===== src/rtl/ex_muldiv_sequencer.sv =====
// Iterative radix-2 multiply/divide unit for the EX stage.
// Owns HI/LO, services MTHI/MTLO and raises the pipeline stall
// while an operation is in flight.
module ex_muldiv_sequencer #(
   parameter int DATA_W = 32,
   parameter int CNT_W  = 6
) (
   input  logic              i_clk,
   input  logic              i_rst_n,
   input  logic              i_start,
   input  logic [1:0]        i_op,
   input  logic [DATA_W-1:0] i_operand_a,
   input  logic [DATA_W-1:0] i_operand_b,
   input  logic              i_hilo_read,
   input  logic              i_mthi,
   input  logic              i_mtlo,
   input  logic [DATA_W-1:0] i_wdata,
   input  logic              i_flush,
   output logic              o_stall,
   output logic              o_busy,
   output logic              o_done,
   output logic [DATA_W-1:0] o_hi,
   output logic [DATA_W-1:0] o_lo
);

   typedef enum logic [1:0] {S_IDLE, S_RUN, S_FINISH} state_t;

   state_t              state_q, state_d;
   logic [CNT_W-1:0]    cnt_q, cnt_d;
   logic [DATA_W-1:0]   hi_q, hi_d, lo_q, lo_d;
   // acc: upper product half (mult) or partial remainder (div)
   // sh:  multiplier shifting out (mult) or dividend out / quotient in (div)
   logic [DATA_W-1:0]   acc_q, acc_d, sh_q, sh_d, opnd_q, opnd_d;
   logic                is_div_q, is_div_d, neg_q, neg_d, sa_q, sa_d;
   logic                divz_q, divz_d, done_q, done_d;

   // Operand magnitudes at issue; unsigned ops pass straight through.
   logic                signed_op, a_neg, b_neg;
   logic [DATA_W-1:0]   a_mag, b_mag;
   assign signed_op = ~i_op[0];
   assign a_neg     = signed_op & i_operand_a[DATA_W-1];
   assign b_neg     = signed_op & i_operand_b[DATA_W-1];
   assign a_mag     = a_neg ? -i_operand_a : i_operand_a;
   assign b_mag     = b_neg ? -i_operand_b : i_operand_b;

   // Multiply step: conditional add of the multiplicand, then shift right.
   logic [DATA_W:0]     madd;
   assign madd = {1'b0, acc_q} + {1'b0, (sh_q[0] ? opnd_q : '0)};

   // Divide step: shift in next dividend bit (DATA_W+1 wide), restore on borrow.
   logic [DATA_W:0]     dshift;
   logic                dge;
   logic [DATA_W-1:0]   dsub;
   assign dshift = {acc_q, sh_q[DATA_W-1]};
   assign dge    = dshift >= {1'b0, opnd_q};
   assign dsub   = dshift[DATA_W-1:0] - opnd_q;

   // Sign fix-up applied in FINISH.
   logic [2*DATA_W-1:0] prod_fix;
   logic [DATA_W-1:0]   quot_fix, rem_fix;
   assign prod_fix = neg_q ? -{acc_q, sh_q} : {acc_q, sh_q};
   assign quot_fix = neg_q ? -sh_q : sh_q;
   assign rem_fix  = sa_q ? -acc_q : acc_q;

   // Outputs: stall holds the issuing instr through RUN and releases in FINISH.
   assign o_stall = ((state_q == S_RUN) & (i_start | i_hilo_read | i_mthi | i_mtlo))
                  | ((state_q == S_IDLE) & i_start);
   assign o_busy  = (state_q != S_IDLE);
   assign o_done  = done_q;
   assign o_hi    = hi_q;
   assign o_lo    = lo_q;

   // Next-state and datapath update.
   always_comb begin
      state_d  = state_q;
      cnt_d    = cnt_q;
      hi_d     = hi_q;
      lo_d     = lo_q;
      acc_d    = acc_q;
      sh_d     = sh_q;
      opnd_d   = opnd_q;
      is_div_d = is_div_q;
      neg_d    = neg_q;
      sa_d     = sa_q;
      divz_d   = divz_q;
      done_d   = 1'b0;
      case (state_q)
         S_IDLE: begin
            if (i_flush) begin
               state_d = S_IDLE;
            end else if (i_start) begin
               state_d  = S_RUN;
               cnt_d    = '0;
               acc_d    = '0;
               is_div_d = i_op[1];
               opnd_d   = i_op[1] ? b_mag : a_mag;
               sh_d     = i_op[1] ? a_mag : b_mag;
               neg_d    = a_neg ^ b_neg;
               sa_d     = a_neg;
               divz_d   = i_op[1] & (i_operand_b == '0);
            end else begin
               if (i_mthi) hi_d = i_wdata;
               if (i_mtlo) lo_d = i_wdata;
            end
         end
         S_RUN: begin
            if (i_flush) begin
               state_d = S_IDLE;
               cnt_d   = '0;
            end else begin
               if (is_div_q) begin
                  acc_d = dge ? dsub : dshift[DATA_W-1:0];
                  sh_d  = {sh_q[DATA_W-2:0], dge};
               end else begin
                  acc_d = madd[DATA_W:1];
                  sh_d  = {madd[0], sh_q[DATA_W-1:1]};
               end
               cnt_d = cnt_q + 1'b1;
               if (cnt_q == CNT_W'(DATA_W-1)) state_d = S_FINISH;
            end
         end
         S_FINISH: begin
            state_d = S_IDLE;
            cnt_d   = '0;
            if (!i_flush) begin
               done_d = 1'b1;
               if (!is_div_q) begin
                  {hi_d, lo_d} = prod_fix;
               end else if (divz_q) begin
                  // Remainder path already yields the raw dividend.
                  hi_d = rem_fix;
                  lo_d = '1;
               end else begin
                  hi_d = rem_fix;
                  lo_d = quot_fix;
               end
            end
         end
         default: state_d = S_IDLE;
      endcase
   end

   // State register with synchronous active-low reset.
   always_ff @(posedge i_clk) begin
      if (!i_rst_n) begin
         state_q  <= S_IDLE;
         cnt_q    <= '0;
         hi_q     <= '0;
         lo_q     <= '0;
         acc_q    <= '0;
         sh_q     <= '0;
         opnd_q   <= '0;
         is_div_q <= 1'b0;
         neg_q    <= 1'b0;
         sa_q     <= 1'b0;
         divz_q   <= 1'b0;
         done_q   <= 1'b0;
      end else begin
         state_q  <= state_d;
         cnt_q    <= cnt_d;
         hi_q     <= hi_d;
         lo_q     <= lo_d;
         acc_q    <= acc_d;
         sh_q     <= sh_d;
         opnd_q   <= opnd_d;
         is_div_q <= is_div_d;
         neg_q    <= neg_d;
         sa_q     <= sa_d;
         divz_q   <= divz_d;
         done_q   <= done_d;
      end
   end

endmodule


===== config.mk =====
export PLATFORM = sky130hd
export DESIGN_NAME = ex_muldiv_sequencer
export DESIGN_NICKNAME = d
export VERILOG_FILES = /design/src/rtl/ex_muldiv_sequencer.sv
export SDC_FILE = /design/constraint.sdc
export NUM_CORES = 1
export LEC_CHECK = 0
export CAP_MARGIN = 25
export CORE_MARGIN = 5
export CORE_UTILIZATION = 48
export CTS_CLUSTER_SIZE = 12
export DETAILED_ROUTE_END_ITERATION = 8
export HOLD_SLACK_MARGIN = 0.03
export PLACE_DENSITY = 0.77
export SYNTH_ARGS = -nofsm -noshare
export SYNTH_HDL_FRONTEND = slang
export SYNTH_SLANG_ARGS = --single-unit

===== constraint.sdc =====
create_clock -name i_clk -period 2.94 [get_ports i_clk]
set_input_delay 0.735 -clock i_clk [delete_from_list [all_inputs] [get_ports i_clk]]
set_output_delay 0.735 -clock i_clk [all_outputs]
set_load 0.03 [all_outputs]

==> results_dict.tcl, run 1 <==
set metrics [dict create \
    synth_edf_count 0 \
    timing.critical_path.mode_cell "buf_4" \
    synthFlopType "dfxtp_1" \
    critPathKind "reg -> reg" \
    h-tree-depth 4 \
    worst_slack_ps -20.10 \
    drtIter0Drc 2171 \
    die_w_um 188.1 \
    cp.depth 11 \
    grt_pass1_wl_um 97140 \
    crit_buf_inv 2 \
    cts.root.buffer_cell "clkbuf_16" \
    utilization 0.6613 \
    hold_slack_ps 464.6 \
    cts_hold_buf 0 \
    met2_length_um 28520 \
    comb_power_share 0.361 \
    met1_length_um 26900 \
    max_freq_ghz 0.3378 \
    syn_area_per_cell_um2 7.373 \
    fin_tns_setup_ps -44.08 \
    remaining_drc_errors 0 \
    wl_per_cell_um 22.15 \
    yosysMostFrequentCell "nor2_1" \
    postSynthCellCount 2066 \
    fill_cells 2698 \
    dpl.cell_count 2848 \
    hold_path.class "reg -> reg" \
    start_util 0.4840 \
    crit_path_start_kind "flip-flop" \
    worst_path_max_delay_cell "or4b_4" \
    multi_input_area_um2 11440 \
    leakagePower_nw 8.589 \
    seq_area_frac_synth 0.2274 \
    setup_viol 3 \
    routed_wl_um 63970 \
    drive_gt1_frac 0.2181 \
    cts.clk_slew.worst_paths_ps 80 \
    dr.pass1.iters 7 \
    p_int_mw 4.868 \
    final_max_slew_viol_count 0 \
    fin_area_um2 20810 \
    post-dp-hpwl_um 51130 \
    seq_area_um2 3475 \
    rsz0062_at_grt "true" \
    grt_usage 0.3440 \
    ys_seq_elements 173 \
    power_switching_mw 2.906 \
    synth_area_leader_cell "dfxtp_1" \
    hold_violations 0 \
    clock_power_share 0.313 \
    min_path_cells 2 \
    cp.required_ps 3270 \
    fin_nets 2648 \
    r2r_cells 11 \
    path_cells "buf_4, ha_4, nor2b_2, o21ba_2, or4b_4, a31o_4, a21oi_4, nor2_1, buf_4, o31ai_1, a211oi_1" \
    arrival_ps 3290 \
    critPathMaxStageDelay_ps 580 \
    violations "setup timing" \
    clkSinkCount 173 \
    grt_pass1_vias 16830 \
    rows 65 \
    max_cap_viol_count 0 \
    total_power_mw 7.774 \
    stdcell_count 2888 \
    grt_max_degree 65 \
    syn_nets 2242 \
    worst_pin_slew_ps 665.0 \
    finClkSkew_ps 16.43 \
    p_per_area_nw_per_um2 373.5 \
    p_sw_frac 0.3738 \
    crit_fanout 13 \
    numPortBuffers 171 \
    antenna_found_initial 1 \
    die_h_um 188.1 \
    antenna_left 0 \
    clkLatencyLatePin_ps 460 \
    top_layer "met5" \
    viasPerCell 6.247 \
    seqPwrFrac 0.326 \
    pre_cts_slack_ps -495.6 \
    synth_top_area_frac 0.2274 \
    status "complete, but fails checks" \
    peakVddDrop_mv 0.4393 \
    core-area_um2 31470 \
    clock_path_buffers 2 \
    io_pins 172 \
    place_area_um2 19600 \
    crit_family "compound AO/OA/AOI/OAI gates" \
    dieArea_um2 35400 \
    area_growth_pct 36.64 \
    wl_met3_um 5988 \
    cts_tree "done" \
    synth_commonest_cells "194 x nor2_1, 187 x nand2_1, 177 x a21oi_1, 173 x dfxtp_1, 168 x o21ai_0" \
    via_count 18040 \
    yosys_warnings 0 \
    synth_area_um2 15230 \
    cp-end-kind "flip-flop" \
    slew_headroom 0.5567 \
    gp_congestion 0.9907 \
    async_flop_share 0 \
    ys_types 85 \
    finalCriticalPeriod_ps 2960 \
    cts_inserted_buffers 17 \
    final.period_utilization 1.007 \
    grt_remaining_overflow 0 \
    synth_area_leaders "dfxtp_1 23%, a21oi_1 5.8%, ha_1 5.7%" \
]
[registers in the layout, indices dropped and copies added (netlist names)]
signal,flops
acc_q,32
cnt_q,6
divz_q,1
is_div_q,1
neg_q,1
o_done,1
o_hi,32
o_lo,32
opnd_q,32
sa_q,1
sh_q,32
state_q,2
[placed cells by master (no fill, tap or decap), drive strengths merged, types with 78 or more instances in the layout]
cell type / count
xnor2: 88
nor2: 194
inv: 78
a21oi: 178
clkdlybuf4s50: 168
xor2: 82
buf: 359
nand2: 188
o21ai: 180
dfxtp: 173
[worst paths after layout]
| check | slack, ps | start | to |
|---|---|---|---|
| setup reg to reg | -20 | acc_q[0]$_SDFFE_PN0P_ | acc_q[26]$_SDFFE_PN0P_ |
| hold / removal | 460 | opnd_q[24]$_SDFFE_PN0P_ | opnd_q[24]$_SDFFE_PN0P_ |
| setup / recovery | -20 | acc_q[0]$_SDFFE_PN0P_ | acc_q[26]$_SDFFE_PN0P_ |
| hold reg to reg | 460 | opnd_q[24]$_SDFFE_PN0P_ | opnd_q[24]$_SDFFE_PN0P_ |
[repair_timing]
action | CTS | global route
buffers inserted | 3 | 5
gates resized for setup | 47 | 78
setup endpoints to repair | 20 | 55
pin swaps | 23 | 44
[per-layer routing]
| metal | track usage | vias up |
|---|---|---|
| met5 | 0 | - |
| met4 | 0.1222 | 2 |
| met3 | 0.07204 | 171 |
| met2 | 0.5435 | 983 |
| met1 | 0.4656 | 8519 |
| li1 | - | 8367 |
[logic make-up (layout without fill, tap and decap cells)]
logic type / count (synthesis) / in the layout / synth area share
AND/OR/NAND/NOR: 681 / 681 / 0.2188
AO/OA/AOI/OAI: 705 / 705 / 0.3017
adder cells (fa/ha/maj): 71 / 71 / 0.05931
flip-flops: 173 / 173 / 0.2274
buffers and inverters: 209 / 628 / 0.05692
other: 0 / 1 / 0
multiplexers: 57 / 57 / 0.03811
XOR/XNOR: 170 / 170 / 0.09775
[power groups by stage]
stage | combinational, mW | sequential [mW] | clock (mW)
after CTS | 2.64 | 2.53 | 2.43
after detailed placement | 2.58 | 2.59 | 0
after global placement | 2.55 | 2.58 | 0
final | 2.80 | 2.53 | 2.43
after floorplan | 1.29 | 2.65 | 0
after global routing | 2.96 | 2.55 | 2.53
[worst min-delay path: stages, from the launching register on]
cell and delay (ps):
dfxtp_1 320, nand3_1 60, nand2_1 50
[final cells by class]
| cell class | count | share of cell area |
|---|---|---|
| Sequential cell | 173 | 0.1669 |
| Antenna cell | 1 | 0.0001202 |
| Clock inverter | 15 | 0.009799 |
| Timing Repair Buffer | 527 | 0.2165 |
| Clock buffer | 17 | 0.02044 |
| Multi-Input combinational cell | 1684 | 0.5496 |
| Inverter | 69 | 0.01244 |
| Tap cell | 402 | 0.02417 |
Note: power is estimated with default switching activity, not from simulation.
==> run 2, diff against run 1 <==
Settings changed: RECOVER_POWER from default to 50.
==> results_dict.tcl, run 2 (synthesized netlist as in run 1, its figures left out) <==
set metrics [dict create \
    leakagePower_nw 8.751 \
    hold_path.class "reg -> reg" \
    multi_input_area_um2 11410 \
    post-dp-hpwl_um 51130 \
    crit_fanout 4 \
    drive_gt1_frac 0.2133 \
    h-tree-depth 4 \
    routed_wl_um 63970 \
    final.period_utilization 1.018 \
    status "complete, but fails checks" \
    finalCriticalPeriod_ps 2993 \
    hold_violations 0 \
    crit_start "acc_q[0]$_SDFFE_PN0P_" \
    cts.clk_slew.worst_paths_ps 80 \
    antenna_found_initial 1 \
    arrival_ps 3370 \
    crit_family "compound AO/OA/AOI/OAI gates" \
    grt_max_degree 65 \
    critPathMaxStageDelay_ps 380 \
    worst_path_max_delay_cell "fa_2" \
    reg2reg_to "acc_q[24]$_SDFFE_PN0P_" \
    worst_pin_slew_ps 831.9 \
    peakVddDrop_mv 0.4369 \
    numPortBuffers 171 \
    cts.root.buffer_cell "clkbuf_16" \
    die_w_um 188.1 \
    wl_per_cell_um 22.15 \
    r2r_cells 12 \
    dr.pass1.iters 6 \
    clkLatencyLatePin_ps 460 \
    drtIter0Drc 2120 \
    grt_pass1_wl_um 97140 \
    viasPerCell 6.233 \
    max_freq_ghz 0.3341 \
    worst_slack_ps -53.04 \
    violations "setup timing" \
    worstReg2RegStart "acc_q[0]$_SDFFE_PN0P_" \
    rows 65 \
    clkSinkCount 173 \
    cts_inserted_buffers 17 \
    grt_usage 0.3440 \
    rsz0062_at_grt "true" \
    via_count 18000 \
    cp.depth 12 \
    dpl.cell_count 2848 \
    core-area_um2 31470 \
    seq_area_um2 3475 \
    critPathKind "reg -> reg" \
    dieArea_um2 35400 \
    path_cells "buf_4, fa_2, a21o_1, a221oi_2, buf_4, buf_6, o2111a_1, nor3_2, o22a_2, a31oi_4, mux2_4, o211ai_1" \
    gp_congestion 0.9907 \
    crit_buf_inv 3 \
    fin_nets 2648 \
    cp-end-kind "flip-flop" \
    ff2ff_setup_slack_ps -50 \
    clock_path_buffers 2 \
    grt_pass1_vias 16830 \
    min_path_cells 2 \
    fill_cells 2718 \
    max_cap_viol_count 0 \
    critPathCapture "acc_q[24]$_SDFFE_PN0P_" \
    slew_headroom 0.4417 \
    final_max_slew_viol_count 0 \
    finClkSkew_ps 13.35 \
    remaining_drc_errors 0 \
    cts_tree "done" \
    start_util 0.4840 \
    crit_path_start_kind "flip-flop" \
    io_pins 172 \
    p_per_area_nw_per_um2 373.5 \
    stdcell_count 2888 \
    grt_remaining_overflow 0 \
    layout_commonest_cell "buf_4" \
    die_h_um 188.1 \
    cp.required_ps 3310 \
    fin_tns_setup_ps -68.05 \
    setup_viol 3 \
    antenna_left 0 \
    area_growth_pct 36.12 \
    timing.critical_path.mode_cell "buf_4" \
    final_cell_mix "333 x buf_4, 191 x nor2_1, 187 x nand2_1" \
]
==> run 2: worst min-delay path, stage by stage, from the launching register on <==
cell and delay [ps]:
dfxtp_1 320, nand3_1 60, nand2_1 50
==> run 2: per-stage QoR <==
step	power [mW]	cell area, um^2	setup WS [ps]	hold slack, ps	utilization
detailed placement	5.170	19600	-495.6	453.3	0.6226
CTS	7.604	20430	-81.13	465.0	0.6491
global route	8.007	20730	-114.2	478.7	0.6587
floorplan	3.937	15240	37.58	434.0	-
global placement	5.133	19600	-479.1	443.2	0.6226
finish	7.744	20730	-53.04	463.2	0.6588
==> run 2: cell type report <==
type	instances	share of cell area
Multi-Input combinational cell	1684	0.5505
Timing Repair Buffer	527	0.2147
Sequential cell	173	0.1676
Tap cell	402	0.02426
Clock buffer	17	0.02052
Inverter	69	0.01249
Clock inverter	15	0.009836
Antenna cell	1	0.0001207
==> run 2: power breakdown <==
| part | switching (mW) | internal [mW] | leakage, nW |
|---|---|---|---|
| sequential | 0.0818 | 2.45 | 1.41 |
| combinational | 1.57 | 1.21 | 7.04 |
| clock | 1.25 | 1.18 | 0.303 |
==> run 2: routing by layer <==
metal | global-route usage | share of wire | up-vias | wire length, um
li1 | - | - | 8365 | -
met1 | 0.4656 | 0.42 | 8498 | 26840
met2 | 0.5435 | 0.44 | 970 | 28270
met3 | 0.07204 | 0.098 | 166 | 6263
met4 | 0.1222 | 0.040 | 2 | 2582
met5 | 0 | 0.00023 | - | 15
==> run 2: timing repair <==
action	in CTS	in global routing
buffers inserted	3	5
pin swaps	23	44
hold buffers	0	0
resized for setup	47	78
endpoints found under the setup margin	20	55
==> run 2: worst min-delay path by stage <==
stage | slack (ps) | startpoint | endpoint
floorplan | 430 | opnd_q[24]$_SDFFE_PN0P_ | opnd_q[24]$_SDFFE_PN0P_
global placement | 440 | o_lo[22]$_SDFFE_PN0P_ | o_lo[22]$_SDFFE_PN0P_
detailed placement | 450 | o_hi[10]$_SDFFE_PN0P_ | o_hi[10]$_SDFFE_PN0P_
CTS | 460 | o_hi[10]$_SDFFE_PN0P_ | o_hi[10]$_SDFFE_PN0P_
global route | 480 | opnd_q[24]$_SDFFE_PN0P_ | opnd_q[24]$_SDFFE_PN0P_
finish | 460 | opnd_q[24]$_SDFFE_PN0P_ | opnd_q[24]$_SDFFE_PN0P_
